<file path="src/rtl/hll_pkg.sv">
// Shared constants, FSM state and command payload for the hyperloglog DMA read issuer.
package hll_pkg;
    localparam int unsigned DATA_BYTES = 64;
    localparam int unsigned PAGE_BYTES = 4096;
    localparam int unsigned BEAT_SHIFT = 6;
    localparam int unsigned ADDR_W     = 64;
    localparam int unsigned LEN_W      = 32;
    localparam int unsigned DATA_W     = DATA_BYTES * 8;
    localparam int unsigned KEEP_W     = DATA_BYTES;
    localparam int unsigned PAGE_W     = 13;

    typedef enum logic [1:0] {IDLE, ISSUE, DRAIN, DONE} state_e;

    typedef struct packed {
        logic [ADDR_W-1:0] addr;
        logic [LEN_W-1:0]  len;
    } mem_cmd_t;

    function automatic logic [LEN_W-1:0] min_len(input logic [LEN_W-1:0] a,
                                                 input logic [LEN_W-1:0] b);
        return (a < b) ? a : b;
    endfunction
endpackage

</file>
<file path="src/rtl/hll_chunk_calc.sv">
// Size of the next read command: bounded by bytes left, the chunk cap and the 4 KiB page end.
module hll_chunk_calc
    import hll_pkg::*;
#(
    parameter int unsigned MAX_CHUNK_BYTES = PAGE_BYTES
) (
    input  logic [PAGE_W-2:0] page_off_i,
    input  logic [LEN_W-1:0]  rem_i,
    output logic [PAGE_W-1:0] chunk_o
);
    logic [PAGE_W-1:0] page_left;
    logic [LEN_W-1:0]  cap;

    assign page_left = PAGE_W'(PAGE_BYTES) - {1'b0, page_off_i};
    assign cap       = min_len(LEN_W'(MAX_CHUNK_BYTES), LEN_W'(page_left));
    assign chunk_o   = PAGE_W'(min_len(rem_i, cap));
endmodule

</file>
<file path="src/rtl/hll_dma_read_issuer.sv">
// Splits one host buffer read into page-safe DMA commands and forwards the returned beats
// under a credit limit, tagging the final beat with last.
module hll_dma_read_issuer
    import hll_pkg::*;
#(
    parameter int unsigned MAX_CHUNK_BYTES    = 4096,
    parameter int unsigned MAX_INFLIGHT_BEATS = 512
) (
    input  logic              clk,
    input  logic              rstn,
    input  logic              start,
    input  logic [ADDR_W-1:0] base_addr,
    input  logic [LEN_W-1:0]  length,

    output logic              m_axis_dma_read_cmd_valid,
    input  logic              m_axis_dma_read_cmd_ready,
    output logic [ADDR_W-1:0] m_axis_dma_read_cmd_address,
    output logic [LEN_W-1:0]  m_axis_dma_read_cmd_length,

    input  logic              s_axis_dma_read_data_tvalid,
    output logic              s_axis_dma_read_data_tready,
    input  logic [DATA_W-1:0] s_axis_dma_read_data_tdata,
    input  logic [KEEP_W-1:0] s_axis_dma_read_data_tkeep,
    input  logic              s_axis_dma_read_data_tlast,

    output logic              m_axis_read_data_tvalid,
    input  logic              m_axis_read_data_tready,
    output logic [DATA_W-1:0] m_axis_read_data_tdata,
    output logic [KEEP_W-1:0] m_axis_read_data_tkeep,
    output logic              m_axis_read_data_tlast,

    output logic              busy,
    output logic              done,
    output logic [LEN_W-1:0]  status_cycles,
    output logic [LEN_W-1:0]  status_beats
);
    state_e            state_q, state_d;
    logic              start_q;
    logic [ADDR_W-1:0] addr_q, addr_d;
    logic [LEN_W-1:0]  rem_q, rem_d;
    logic [LEN_W-1:0]  total_q, total_d;
    logic [LEN_W-1:0]  rcvd_q, rcvd_d;
    logic [LEN_W-1:0]  inflight_q, inflight_d;
    logic [LEN_W-1:0]  cycles_q, cycles_d;
    logic              busy_q, busy_d;
    logic              done_q, done_d;

    logic [PAGE_W-1:0] chunk_bytes;
    logic [PAGE_W-1:0] chunk_beats;
    logic              start_edge;
    logic              credit_ok;
    logic              expecting;
    logic              cmd_hs;
    logic              beat_hs;
    logic              final_beat;
    mem_cmd_t          cmd;
    logic              unused_ok;

    hll_chunk_calc #(
        .MAX_CHUNK_BYTES (MAX_CHUNK_BYTES)
    ) u_chunk (
        .page_off_i (addr_q[PAGE_W-2:0]),
        .rem_i      (rem_q),
        .chunk_o    (chunk_bytes)
    );

    assign chunk_beats = chunk_bytes >> BEAT_SHIFT;
    assign start_edge  = start & ~start_q;
    assign credit_ok   = (inflight_q + LEN_W'(chunk_beats)) <= LEN_W'(MAX_INFLIGHT_BEATS);
    assign expecting   = busy_q & (rcvd_q < total_q);

    // Command channel is driven straight from registered state, so it holds while stalled.
    assign cmd = '{addr: addr_q, len: LEN_W'(chunk_bytes)};
    assign m_axis_dma_read_cmd_valid   = (state_q == ISSUE) & (rem_q != '0) & credit_ok;
    assign m_axis_dma_read_cmd_address = cmd.addr;
    assign m_axis_dma_read_cmd_length  = cmd.len;

    assign m_axis_read_data_tvalid     = s_axis_dma_read_data_tvalid & expecting;
    assign s_axis_dma_read_data_tready = m_axis_read_data_tready & expecting;
    assign m_axis_read_data_tdata      = s_axis_dma_read_data_tdata;
    assign m_axis_read_data_tkeep      = s_axis_dma_read_data_tkeep;
    assign m_axis_read_data_tlast      = (rcvd_q == total_q - 1'b1) & m_axis_read_data_tvalid;

    assign cmd_hs     = m_axis_dma_read_cmd_valid & m_axis_dma_read_cmd_ready;
    assign beat_hs    = s_axis_dma_read_data_tvalid & s_axis_dma_read_data_tready;
    assign final_beat = beat_hs & (rcvd_q == total_q - 1'b1);

    assign busy          = busy_q;
    assign done          = done_q;
    assign status_cycles = cycles_q;
    assign status_beats  = rcvd_q;

    // Upstream tlast is ignored; the beat count alone defines the end of a job.
    assign unused_ok = ^{s_axis_dma_read_data_tlast, base_addr[BEAT_SHIFT-1:0],
                         length[BEAT_SHIFT-1:0]};

    always_comb begin
        state_d    = state_q;
        addr_d     = addr_q;
        rem_d      = rem_q;
        total_d    = total_q;
        rcvd_d     = rcvd_q;
        inflight_d = inflight_q;
        cycles_d   = cycles_q;
        busy_d     = busy_q;
        done_d     = 1'b0;

        if (busy_q) cycles_d = cycles_q + 1'b1;
        if (beat_hs) rcvd_d = rcvd_q + 1'b1;
        // Command credit and returned beat may coincide; fold both into one update.
        inflight_d = inflight_q + (cmd_hs ? LEN_W'(chunk_beats) : '0) - LEN_W'(beat_hs);
        if (cmd_hs) begin
            addr_d = addr_q + ADDR_W'(chunk_bytes);
            rem_d  = rem_q - LEN_W'(chunk_bytes);
        end

        unique case (state_q)
            IDLE: begin
                if (start_edge) begin
                    addr_d     = {base_addr[ADDR_W-1:BEAT_SHIFT], BEAT_SHIFT'(0)};
                    rem_d      = {length[LEN_W-1:BEAT_SHIFT], BEAT_SHIFT'(0)};
                    total_d    = LEN_W'(length[LEN_W-1:BEAT_SHIFT]);
                    rcvd_d     = '0;
                    cycles_d   = '0;
                    inflight_d = '0;
                    if (length[LEN_W-1:BEAT_SHIFT] == '0) begin
                        state_d = DONE;
                    end else begin
                        state_d = ISSUE;
                        busy_d  = 1'b1;
                    end
                end
            end
            ISSUE: begin
                if (final_beat) begin
                    state_d = DONE;
                    busy_d  = 1'b0;
                end else if (cmd_hs && (rem_q == LEN_W'(chunk_bytes))) begin
                    state_d = DRAIN;
                end
            end
            DRAIN: begin
                if (final_beat) begin
                    state_d = DONE;
                    busy_d  = 1'b0;
                end
            end
            DONE: begin
                state_d = IDLE;
                done_d  = 1'b1;
            end
            default: state_d = IDLE;
        endcase
    end

    always_ff @(posedge clk or negedge rstn) begin
        if (!rstn) begin
            state_q    <= IDLE;
            start_q    <= 1'b0;
            addr_q     <= '0;
            rem_q      <= '0;
            total_q    <= '0;
            rcvd_q     <= '0;
            inflight_q <= '0;
            cycles_q   <= '0;
            busy_q     <= 1'b0;
            done_q     <= 1'b0;
        end else begin
            state_q    <= state_d;
            start_q    <= start;
            addr_q     <= addr_d;
            rem_q      <= rem_d;
            total_q    <= total_d;
            rcvd_q     <= rcvd_d;
            inflight_q <= inflight_d;
            cycles_q   <= cycles_d;
            busy_q     <= busy_d;
            done_q     <= done_d;
        end
    end
endmodule
</file>
<file path="config.mk">
export PLATFORM = sky130hd
export DESIGN_NAME = hll_dma_read_issuer
export DESIGN_NICKNAME = d
export VERILOG_FILES = /design/src/rtl/hll_pkg.sv /design/src/rtl/hll_chunk_calc.sv /design/src/rtl/hll_dma_read_issuer.sv
export SDC_FILE = /design/constraint.sdc
export NUM_CORES = 1
export LEC_CHECK = 0
export CELL_PAD_IN_SITES_DETAIL_PLACEMENT = 1
export CELL_PAD_IN_SITES_GLOBAL_PLACEMENT = 1
export CORE_AREA = 3 3 546 548
export DETAILED_ROUTE_END_ITERATION = 8
export DIE_AREA = 0 0 549 551
export PLACE_DENSITY = 0.37
export SLEW_MARGIN = 30
export SYNTH_ARGS = -nofsm -noshare
export SYNTH_HDL_FRONTEND = slang
export SYNTH_SLANG_ARGS = --single-unit
</file>
<file path="constraint.sdc">
create_clock -name clk -period 9.5 [get_ports clk]
set_clock_uncertainty 0.05 [all_clocks]
set_input_delay 2.375 -clock clk [delete_from_list [all_inputs] [get_ports clk]]
set_output_delay 2.375 -clock clk [all_outputs]
set_load 0.03 [all_outputs]
</file>
==> results.tsv, run 1 <==
stage	metric	value	unit
sta	worst_pin_slew	0.901	ns
yosys	synth.area.top_cells	dfrtp_1 25%, buf_4 20%, ha_1 8.0%	
hold_path	hp-class	reg -> reg	
drt	avgRoutedWirePerCell	20.8	um
sta	tns	0	ns
clocking	clock_sinks	223	
placed_design	globalplace.congestion	0.735	
drt	drc	0	
sta	final_hold_viol_count	0	
yosys	syn_area_per_cell	8.17	um^2
cells_and_area	fillerInstances	34800	
worst_setup_path	startpoint_type	flip-flop	
yosys	ys_seq_area_share	25.3	%
global_routing	gr-total-overflow	0	
yosys	yosysTopAreaCell	dfrtp_1	
global_routing	grt_pass1_vias	18900	
pwr	ir_worst_vdd	0.000128	V
drt	vias_per_cell	2.88	
floorplan	core	0.294	mm^2
clocking	cts_hold_buf	0	
sta	fin_crit_sh	94.1	%
yosys	synthXorXnorAreaFrac	5.21	%
global_routing	grt_max_degree	150	
pwr	leakage	9.35	nW
clocking	ctsResizeCount	0	
cells_and_area	final_common_cell	nor2_1	
yosys	synth-seq-cells	223	
yosys	ys_types	90	
floorplan	fp.dieW	549	um
pwr	p_per_area	306	mW/mm^2
yosys	muxShareOfSynthArea	2.12	%
pwr	finalPower	8.03	mW
clocking	post_cts_buffers	0	
cells_and_area	regArea	0.00558	mm^2
worst_setup_path	crit_slowest_cell	or4_1	
sta	post-route-min-period	8.94	ns
worst_setup_path	cp.arrival	6.52	ns
worst_setup_path	crit_chain	buf_4 -> or4_1 -> a21oi_1 -> a21oi_1 -> a31oi_1 -> ha_1 -> nand4_1 -> nor2_1 -> nor2_1 -> nand2_1 -> a311o_1 -> a41oi_2 -> buf_4 -> mux2i_1 -> ha_1 -> o211a_1 -> o31a_2 -> o21ai_2 -> mux2i_1 -> and4b_1 -> and3_1 -> buf_4 -> and3_1 -> buf_12	
floorplan	die_h	551	um
worst_setup_path	cp-end-kind	output pin	
clocking	cts_tree	done	
floorplan	start_util	7.50	%
clocking	h-tree-depth	2	
placed_design	placed_cell_area	0.0250	mm^2
drt	drt_wl_total	131000	um
yosys	yosysWarnings	0	
sta	fmax	0.112	GHz
cells_and_area	layout.cells.most_common_list	237 x nor2_1, 233 x clkdlybuf4s50_1, 223 x dfrtp_1	
worst_setup_path	crit_type	reg -> out	
yosys	synthArstFlopShare	100	%
worst_setup_path	cp_common_cell	buf_4	
sta	relSlewSlack	39.9	%
yosys	synth_top_family_by_area	buffers and inverters	
worst_setup_path	max_stage_delay	0.54	ns
global_routing	antenna_found_initial	33	
cells_and_area	nNetsFinal	3188	
cells_and_area	syn2layout_area_growth	19.2	%
worst_setup_path	crit_required	7.08	ns
outcome	status	completed	
cells_and_area	stdcell_area	0.0262	mm^2
drt	firstDrtPassIters	4	
clocking	insertion_delay	0.62	ns
floorplan	ios	1421	
flow_run	max_cap_violations	0	
drt	drtAntennaViolNets	0	
floorplan	dieArea	0.302	mm^2
sta	setup_viol	0	
clocking	clk_pin_slew	0.06	ns
clocking	numCtsBuffers	38	
yosys	synthAdderAreaFrac	8.32	%
cells_and_area	layout-drive-gt1-share	6.74	%
drt	drtIter0Drc	924	
cells_and_area	multiInputGateArea	0.0112	mm^2
global_routing	track_usage	8.25	%
yosys	synthSimpleGateAreaFrac	21.0	%
yosys	synth-edff-count	0	
clocking	clk_path_buf_depth	3	
clocking	cts_root_buf	clkbuf_16	
yosys	synth_compound_area_share	13.7	%
drt	dr_total_vias	18200	
yosys	mappedNetlistArea	0.0220	mm^2
placed_design	dp_hpwl	107000	um
worst_setup_path	crit_fanout	6	
sta	rsz0062_at_grt	no	
yosys	yosysTopAreaCellShare	25.3	%
global_routing	grt_pass1_wl	173000	um
yosys	syn_inst	2695	
placed_design	port_buffers	236	
yosys	synth_ff_type	dfrtp_1	
floorplan	std_cell_rows	199	
sta	maxSlewViolCount	0	
==> cell usage after synthesis, drive strengths merged, types with 7 or more instances <==
cell,n
inv,129
dfrtp,223
o211ai,8
buf,617
a2111oi,8
nor4,28
and2,23
o21bai,8
o21a,13
nor2,238
mux2i,40
nand4,56
nand2b,16
nand2,154
nand4b,8
o31ai,51
nor3b,8
nor3,41
nand3,105
ha,140
clkbuf,65
and4,15
or4,65
a21boi,7
or3,43
xor2,59
a211oi,20
a21o,22
or2,11
and3,35
nor2b,16
a21oi,85
a31oi,65
xnor2,72
o21ai,105
==> power by group <==
part           internal (mW)  leakage (nW)  switching, mW  total [mW]
logic                   1.83          6.01           3.04        4.87
clock network          0.826         0.592          0.590        1.42
registers               1.27          2.74          0.473        1.75
==> layout make-up <==
class | instances | area share [%]
Sequential cell | 223 | 21.3
Multi-Input combinational cell | 1679 | 42.7
Timing Repair Buffer | 294 | 10.8
Clock inverter | 11 | 0.582
Clock buffer | 54 | 4.12
Inverter | 129 | 1.84
Antenna cell | 4 | 0.0381
Tap cell | 3919 | 18.7
==> registers in the layout (all words and copies together), names as in the netlist <==
signal                       cells
start_q                          1
status_cycles                   32
busy                             1
state_q                          2
rem_q                           32
status_beats                    32
m_axis_dma_read_cmd_address     64
total_q                         26
done                             1
inflight_q                      32
==> cell families after synthesis <==
kind of cell,count (synthesis)
AND/OR/NAND/NOR,882
buffers and inverters,811
AO/OA/AOI/OAI,457
flip-flops,223
adder cells (fa/ha/maj),144
XOR/XNOR,131
multiplexers,46
other,1
==> metrics by stage <==
step	setup slack [ns]	hold WS [ns]	util, %	cells
final	0.559	0.497	8.94	6313
after global routing	0.00300	0.519	8.94	6312
after CTS	0.267	0.500	8.93	6309
after detailed placement	0.495	0.485	8.51	6244
after global placement	0.376	0.480	8.51	6244
after floorplan	0.595	0.462	-	2713
==> final timing paths <==
path / start / to / slack, ns / depth (start not counted)
worst max-delay path: m_axis_dma_read_cmd_address[8]$_DFF_PN0_ / m_axis_dma_read_cmd_valid / 0.56 / 24
worst min-delay path: status_cycles[31]$_DFF_PN0_ / status_cycles[31]$_DFF_PN0_ / 0.50 / 2
worst max register to register: m_axis_dma_read_cmd_address[8]$_DFF_PN0_ / inflight_q[28]$_DFF_PN0_ / 0.68 / 37
worst min register to register: status_cycles[31]$_DFF_PN0_ / status_cycles[31]$_DFF_PN0_ / 0.50 / 2
max in group asynchronous: rstn / inflight_q[31]$_DFF_PN0_ / 6.29 / 2
min in group asynchronous: rstn / rem_q[13]$_DFF_PN0_ / 1.65 / 1
==> worst max-delay path, delay by kind of cell (launching register included) <==
kind                       cells  cell delay, ns
DFF                            1            0.38
muxes                          2            0.62
buffers and inverters          4            0.73
and+or+nand+nor                8            1.55
AOI/OAI and AO/OA              8            1.96
adders and majority gates      2            0.65
==> layer usage <==
metal | vias up | global-route usage [%] | part of all wire (%)
met3 | 516 | 4.21 | 12
met5 | - | 1.59 | 0.53
met2 | 786 | 13.9 | 48
met4 | 15 | 5.49 | 7.4
met1 | 8677 | 7.76 | 33
li1 | 8218 | - | -
Note: power is estimated with default switching activity, not from simulation.
==> run 2, diff against run 1 <==
--- a/config.mk
+++ b/config.mk
@@ -7,10 +7,10 @@
 export LEC_CHECK = 0
 export CELL_PAD_IN_SITES_DETAIL_PLACEMENT = 1
 export CELL_PAD_IN_SITES_GLOBAL_PLACEMENT = 1
-export CORE_AREA = 3 3 546 548
+export CORE_AREA = 2 2 561 563
 export DETAILED_ROUTE_END_ITERATION = 8
-export DIE_AREA = 0 0 549 551
-export PLACE_DENSITY = 0.37
+export DIE_AREA = 0 0 563 565
+export PLACE_DENSITY = 0.36
 export SLEW_MARGIN = 30
 export SYNTH_ARGS = -nofsm -noshare
 export SYNTH_HDL_FRONTEND = slang
==> results.tsv, run 2 (same netlist as run 1, synthesis figures left out) <==
stage	metric	value	unit
clocking	cts_root_buf	clkbuf_16	
cells_and_area	largest_reg_flops	64	
clocking	cts_tree	done	
drt	drc	0	
sta	post-route-min-period	8.88	ns
placed_design	dp.cells	6467	
pwr	switchingPower	4.22	mW
drt	firstDrtPassIters	4	
drt	drtIter0Drc	857	
sta	relSlewSlack	39.1	%
flow_run	max_cap_violations	0	
drt	drtAntennaViolNets	0	
sta	tns	0	ns
floorplan	std_cell_rows	205	
floorplan	fp.dieW	563	um
floorplan	start_util	7.07	%
placed_design	globalplace.congestion	0.738	
global_routing	antenna_found_initial	39	
drt	drt_wl_total	131000	um
clocking	clock_sinks	223	
pwr	p_int	4.10	mW
floorplan	core	0.311	mm^2
cells_and_area	syn2layout_area_growth	21.5	%
pwr	p_clk_share	19.1	%
floorplan	die_h	565	um
cells_and_area	final_common_cell	nor2_1	
sta	setup_viol	0	
drt	avgRoutedWirePerCell	20.1	um
cells_and_area	final_cells	6544	
cells_and_area	layout-drive-gt1-share	7.34	%
global_routing	gr-total-overflow	0	
sta	fmax	0.113	GHz
outcome	status	completed	
clocking	clk_pin_slew	0.06	ns
placed_design	dp_hpwl	107000	um
floorplan	dieArea	0.318	mm^2
global_routing	grt_pass1_vias	19500	
sta	fin_crit_sh	93.4	%
worst_setup_path	cp.arrival	6.45	ns
worst_setup_path	cp-end-kind	output pin	
clocking	post_cts_buffers	0	
pwr	p_sw_share	50.7	%
clocking	h-tree-depth	2	
clocking	numCtsBuffers	38	
sta	final_hold_viol_count	0	
hold_path	hp-class	reg -> reg	
pwr	power.share.combinational	59.7	%
clocking	clk_path_buf_depth	3	
worst_setup_path	startpoint_type	flip-flop	
worst_setup_path	crit_type	reg -> out	
clocking	insertion_delay	0.62	ns
pwr	ir_worst_vdd	0.000175	V
global_routing	grt_pass1_wl	173000	um
global_routing	track_usage	7.85	%
placed_design	port_buffers	236	
sta	maxSlewViolCount	0	
drt	dr_total_vias	18500	
floorplan	ios	1421	
pwr	leakage	9.45	nW
pwr	p_per_area	311	mW/mm^2
sta	worst_pin_slew	0.913	ns
sta	rsz0062_at_grt	no	
worst_setup_path	crit_fanout	8	
cells_and_area	nNetsFinal	3190	
worst_setup_path	crit_required	7.08	ns
pwr	seqPwrFrac	21.2	%
cells_and_area	layout.cells.most_common_list	237 x nor2_1, 234 x clkdlybuf4s50_1, 223 x dfrtp_1	
drt	vias_per_cell	2.83	
global_routing	grt_max_degree	101	
run 2: changes by cell type in the layout (fill, tap and decap cells not counted), sizes merged:
| cell | previous run | this run |
|---|---|---|
| clkdlybuf4s50 | 233 | 234 |
| diode | 4 | 7 |
| buf | 61 | 62 |
| clkbuf | 54 | 59 |
| inv | 130 | 129 |
| bufinv | 1 | 4 |
| clkinvlp | 3 | 2 |
| clkinv | 6 | 5 |
run 2: area by class of cell:
cell class              instances  area, um^2
repair buffers                296        2850
inverters                     129         484
diodes                          7        17.5
well taps                    4140        5180
fillers                     37200      285000
clock inverters                11         235
flip-flops and latches        223        5580
multi-input cells            1679       11200
clock buffers                  59        1170
run 2: what timing repair did:
item | CTS | global route
hold buffers | 0 | 0
setup endpoints to repair | 0 | 5
resized for setup | 0 | 7
run 2: stage by stage:
step	instance area, um^2	hold slack, ns	power, mW	util, %	setup slack [ns]
5_1_grt	26700	0.554	9.06	8.59	0.0675
2_1_floorplan	22100	0.462	5.23	-	0.595
4_1_cts	26700	0.500	8.53	8.58	0.342
3_3_place_gp	25300	0.484	6.82	8.12	0.372
6_report	26800	0.494	8.31	8.59	0.623
3_5_place_dp	25300	0.492	6.83	8.13	0.500
run 2: path summary, 6_finish.rpt:
kind                                                        endpoint  slack (ns)  cells after the start                                       from
min in group asynchronous                         rem_q[6]$_DFF_PN0_        1.69                      1                                       rstn
hold reg to reg            m_axis_dma_read_cmd_address[63]$_DFF_PN0_        0.49                      2  m_axis_dma_read_cmd_address[63]$_DFF_PN0_
setup reg to reg                            inflight_q[24]$_DFF_PN0_        0.79                     40   m_axis_dma_read_cmd_address[8]$_DFF_PN0_
setup / recovery                           m_axis_dma_read_cmd_valid        0.62                     25   m_axis_dma_read_cmd_address[8]$_DFF_PN0_
hold / removal             m_axis_dma_read_cmd_address[63]$_DFF_PN0_        0.49                      2  m_axis_dma_read_cmd_address[63]$_DFF_PN0_
max in group asynchronous                    inflight_q[4]$_DFF_PN0_        6.28                      2                                       rstn
run 2: routing by layer:
| metal | global-route usage (%) | up-vias | share of wire, % |
|---|---|---|---|
| li1 | - | 8205 | - |
| met1 | 7.51 | 8928 | 33 |
| met2 | 13.2 | 903 | 48 |
| met3 | 4.09 | 479 | 12 |
| met4 | 5.01 | 12 | 6.7 |
| met5 | 1.03 | - | 0.32 |
run 2: worst max-delay path, stage by stage (launching register included):
cell	delay, ns
dfrtp_1	0.46
or4_1	0.57
nor2_1	0.21
xnor2_1	0.14
nand2_1	0.12
ha_1	0.32
a21oi_1	0.14
nor2b_1	0.06
o21ai_0	0.18
nand2_1	0.08
a311o_1	0.36
a41oi_2	0.21
buf_12	0.17
mux2_2	0.35
ha_1	0.20
inv_1	0.07
fa_1	0.21
nor2b_1	0.08
o31a_2	0.32
buf_4	0.17
or3_1	0.36
o2111ai_1	0.15
a2111oi_2	0.09
or3_1	0.44
and3_1	0.25
buf_12	0.15
run 2: power groups by stage:
stage | sequential [mW] | combinational, mW | clock [mW]
finish | 1.76 | 4.97 | 1.59
global route | 1.83 | 5.53 | 1.70
CTS | 1.77 | 5.08 | 1.67
detailed placement | 1.77 | 5.06 | 0
global placement | 1.77 | 5.04 | 0
floorplan | 1.83 | 3.40 | 0
==> edit: new RTL, config.mk and constraints of run 2 <==
Reset style: synchronous (`rstn`), changed in one clocked block.
--- a/src/rtl/hll_dma_read_issuer.sv
+++ b/src/rtl/hll_dma_read_issuer.sv
@@ -153,7 +153,7 @@
         endcase
     end
 
-    always_ff @(posedge clk or negedge rstn) begin
+    always_ff @(posedge clk) begin
         if (!rstn) begin
             state_q    <= IDLE;
             start_q    <= 1'b0;
Function: not settled (the Yosys comparison gave no result); the edit may change what the design does.
==> edit against run 2 <==
  * Cell area down 1.5%
  * Synthesized cell count up 1.0%
  * Maximum frequency down 2.0%
  * Die area unchanged
  * First-iteration DRC count down 12%
  * Clock power about the same
  * Via count down 3.1%
  * Setup slack worse by 0.18 ns
  * Routed wire length up 6.4%
  * Synthesized area down 5.0%
  * Sequential cell count unchanged
  * Total power down 26%
  * Largest power group unchanged
==> edit: results (changes against run 2) <==
[clock_network]
path_clk_slew_ns = 0.05
clockBufferDepth = 3  ; unchanged
cts_max_level = 2  ; unchanged
cts.repair.resized = 16  ; +16
post-cts-setup-buffers = 0  ; unchanged
cts_buffers = 37  ; -2.6%
clkSinkCount = 223  ; unchanged
clk_latency_ns = 0.64  ; +0.02 ns
root_buffer = clkbuf_16

[detailed_routing]
wl_per_cell_um = 21.12  ; +5.2%
drtPass1Iterations = 4  ; unchanged
drt_iter0_drc = 750  ; -12%
vias = 17961  ; -3.1%

[timing]
worst_pin_slew_ns = 0.8745  ; -0.03884 ns

[synth]
yosysWarnings = 0  ; unchanged
yosys-top-cells-area = buf_4 (21%), dfxtp_1 (21%), ha_1 (8.4%)
synth.distinct_cells = 82  ; -8.9%
seq_area_frac_synth_pct = 21.34  ; -4.0 points
synth-async-reset-ratio_pct = 0  ; -100 points
synthFlopType = dfxtp_1
yosys-top-cells-count = buf_4 (595), dfxtp_1 (223), nand2_1 (193), nor2_1 (185), inv_1 (145)

[placement]
place_ws_ns = -0.5040  ; -1.004 ns
dpl.hpwl_um = 119000  ; +12%
gp_congestion = 0.7314  ; -0.83%
placed_area_um2 = 24650  ; -2.6%
port_buffers = 236  ; unchanged

[global_route]
grt_pass1_wl_um = 179900  ; +3.8%
grt_usage_pct = 8.390  ; +0.54 points
grt_max_degree = 76  ; -25%
grt_pass1_vias = 18903  ; -2.8%
antenna_found_initial = 29  ; -26%

[hold_path]
worstHoldPathCells = 2  ; unchanged
min_path_type = register to register

[pwr]
peakVddDrop_v = 0.00009478  ; -46%
p_leak_nw = 8.727  ; -7.7%

[layout]
largest_reg_flops = 64  ; unchanged
drive_gt1_share_pct = 11.57  ; +4.2 points
nets = 3267  ; +2.4%

[setup_path]
crit_family = simple AND/OR/NAND/NOR gates
rr_worst_depth = 44  ; +10%
path_max_fanout = 7  ; -1
cp_data_arrival_time_ns = 6.63  ; +0.18 ns
slowest_stage = or4b_4
slowest_delay_ns = 0.46  ; -0.11 ns

[outcome]
status = completed

[job]
maxCapViolations = 0  ; unchanged

-- edit: cell families after synthesis --
group,share of synthesized area [%]
other cells,0.01793
flops,21.34
compound gates,13.38
xor+xnor,5.527
fa+ha+maj,8.758
simple gates,21.99
mux,3.242
buf+inv,25.74
-- edit: final timing paths --
kind	from	to	slack, ns
min	total_q[1]$_SDFFE_PN0P_	total_q[1]$_SDFFE_PN0P_	0.46
max	m_axis_dma_read_cmd_address[0]$_SDFF_PN0_	m_axis_dma_read_cmd_valid	0.45
max reg2reg	m_axis_dma_read_cmd_address[0]$_SDFF_PN0_	inflight_q[29]$_SDFF_PN0_	0.51
min reg2reg	total_q[1]$_SDFFE_PN0P_	total_q[1]$_SDFFE_PN0P_	0.46
-- edit: layout make-up --
cell class                      count  area, um2
Tap cell                         4140       5180
Sequential cell                   223       4466
Timing Repair Buffer              354       3308
Antenna cell                        7      17.52
Clock buffer                       50       1056
Multi-Input combinational cell   1683      11480
Inverter                          145      546.8
Clock inverter                     17      299.0
Fill cell                       37237     285000
-- edit: report_power, final --
part	internal (W)	switching, W
logic	0.00134	0.00185
registers	0.00110	0.000246
clock network	0.000976	0.000618
total	0.00341	0.00271
-- edit: routing by layer --
layer	vias up	share of wire [%]	track usage, %	routed length (um)
li1	8309	-	-	-
met1	8442	30	7.091	42460
met2	832	46	13.95	64600
met3	372	18	6.795	24700
met4	6	5.6	4.290	7885
met5	-	0.12	0.3571	163
-- edit: stage by stage --
step	cells	utilization (%)	TNS (ns)
floorplan	2740	-	0
global route	6615	8.461	0
finish	6619	8.464	0
CTS	6609	8.373	0
detailed placement	6542	7.917	-3.018
global placement	6541	7.912	-3.562
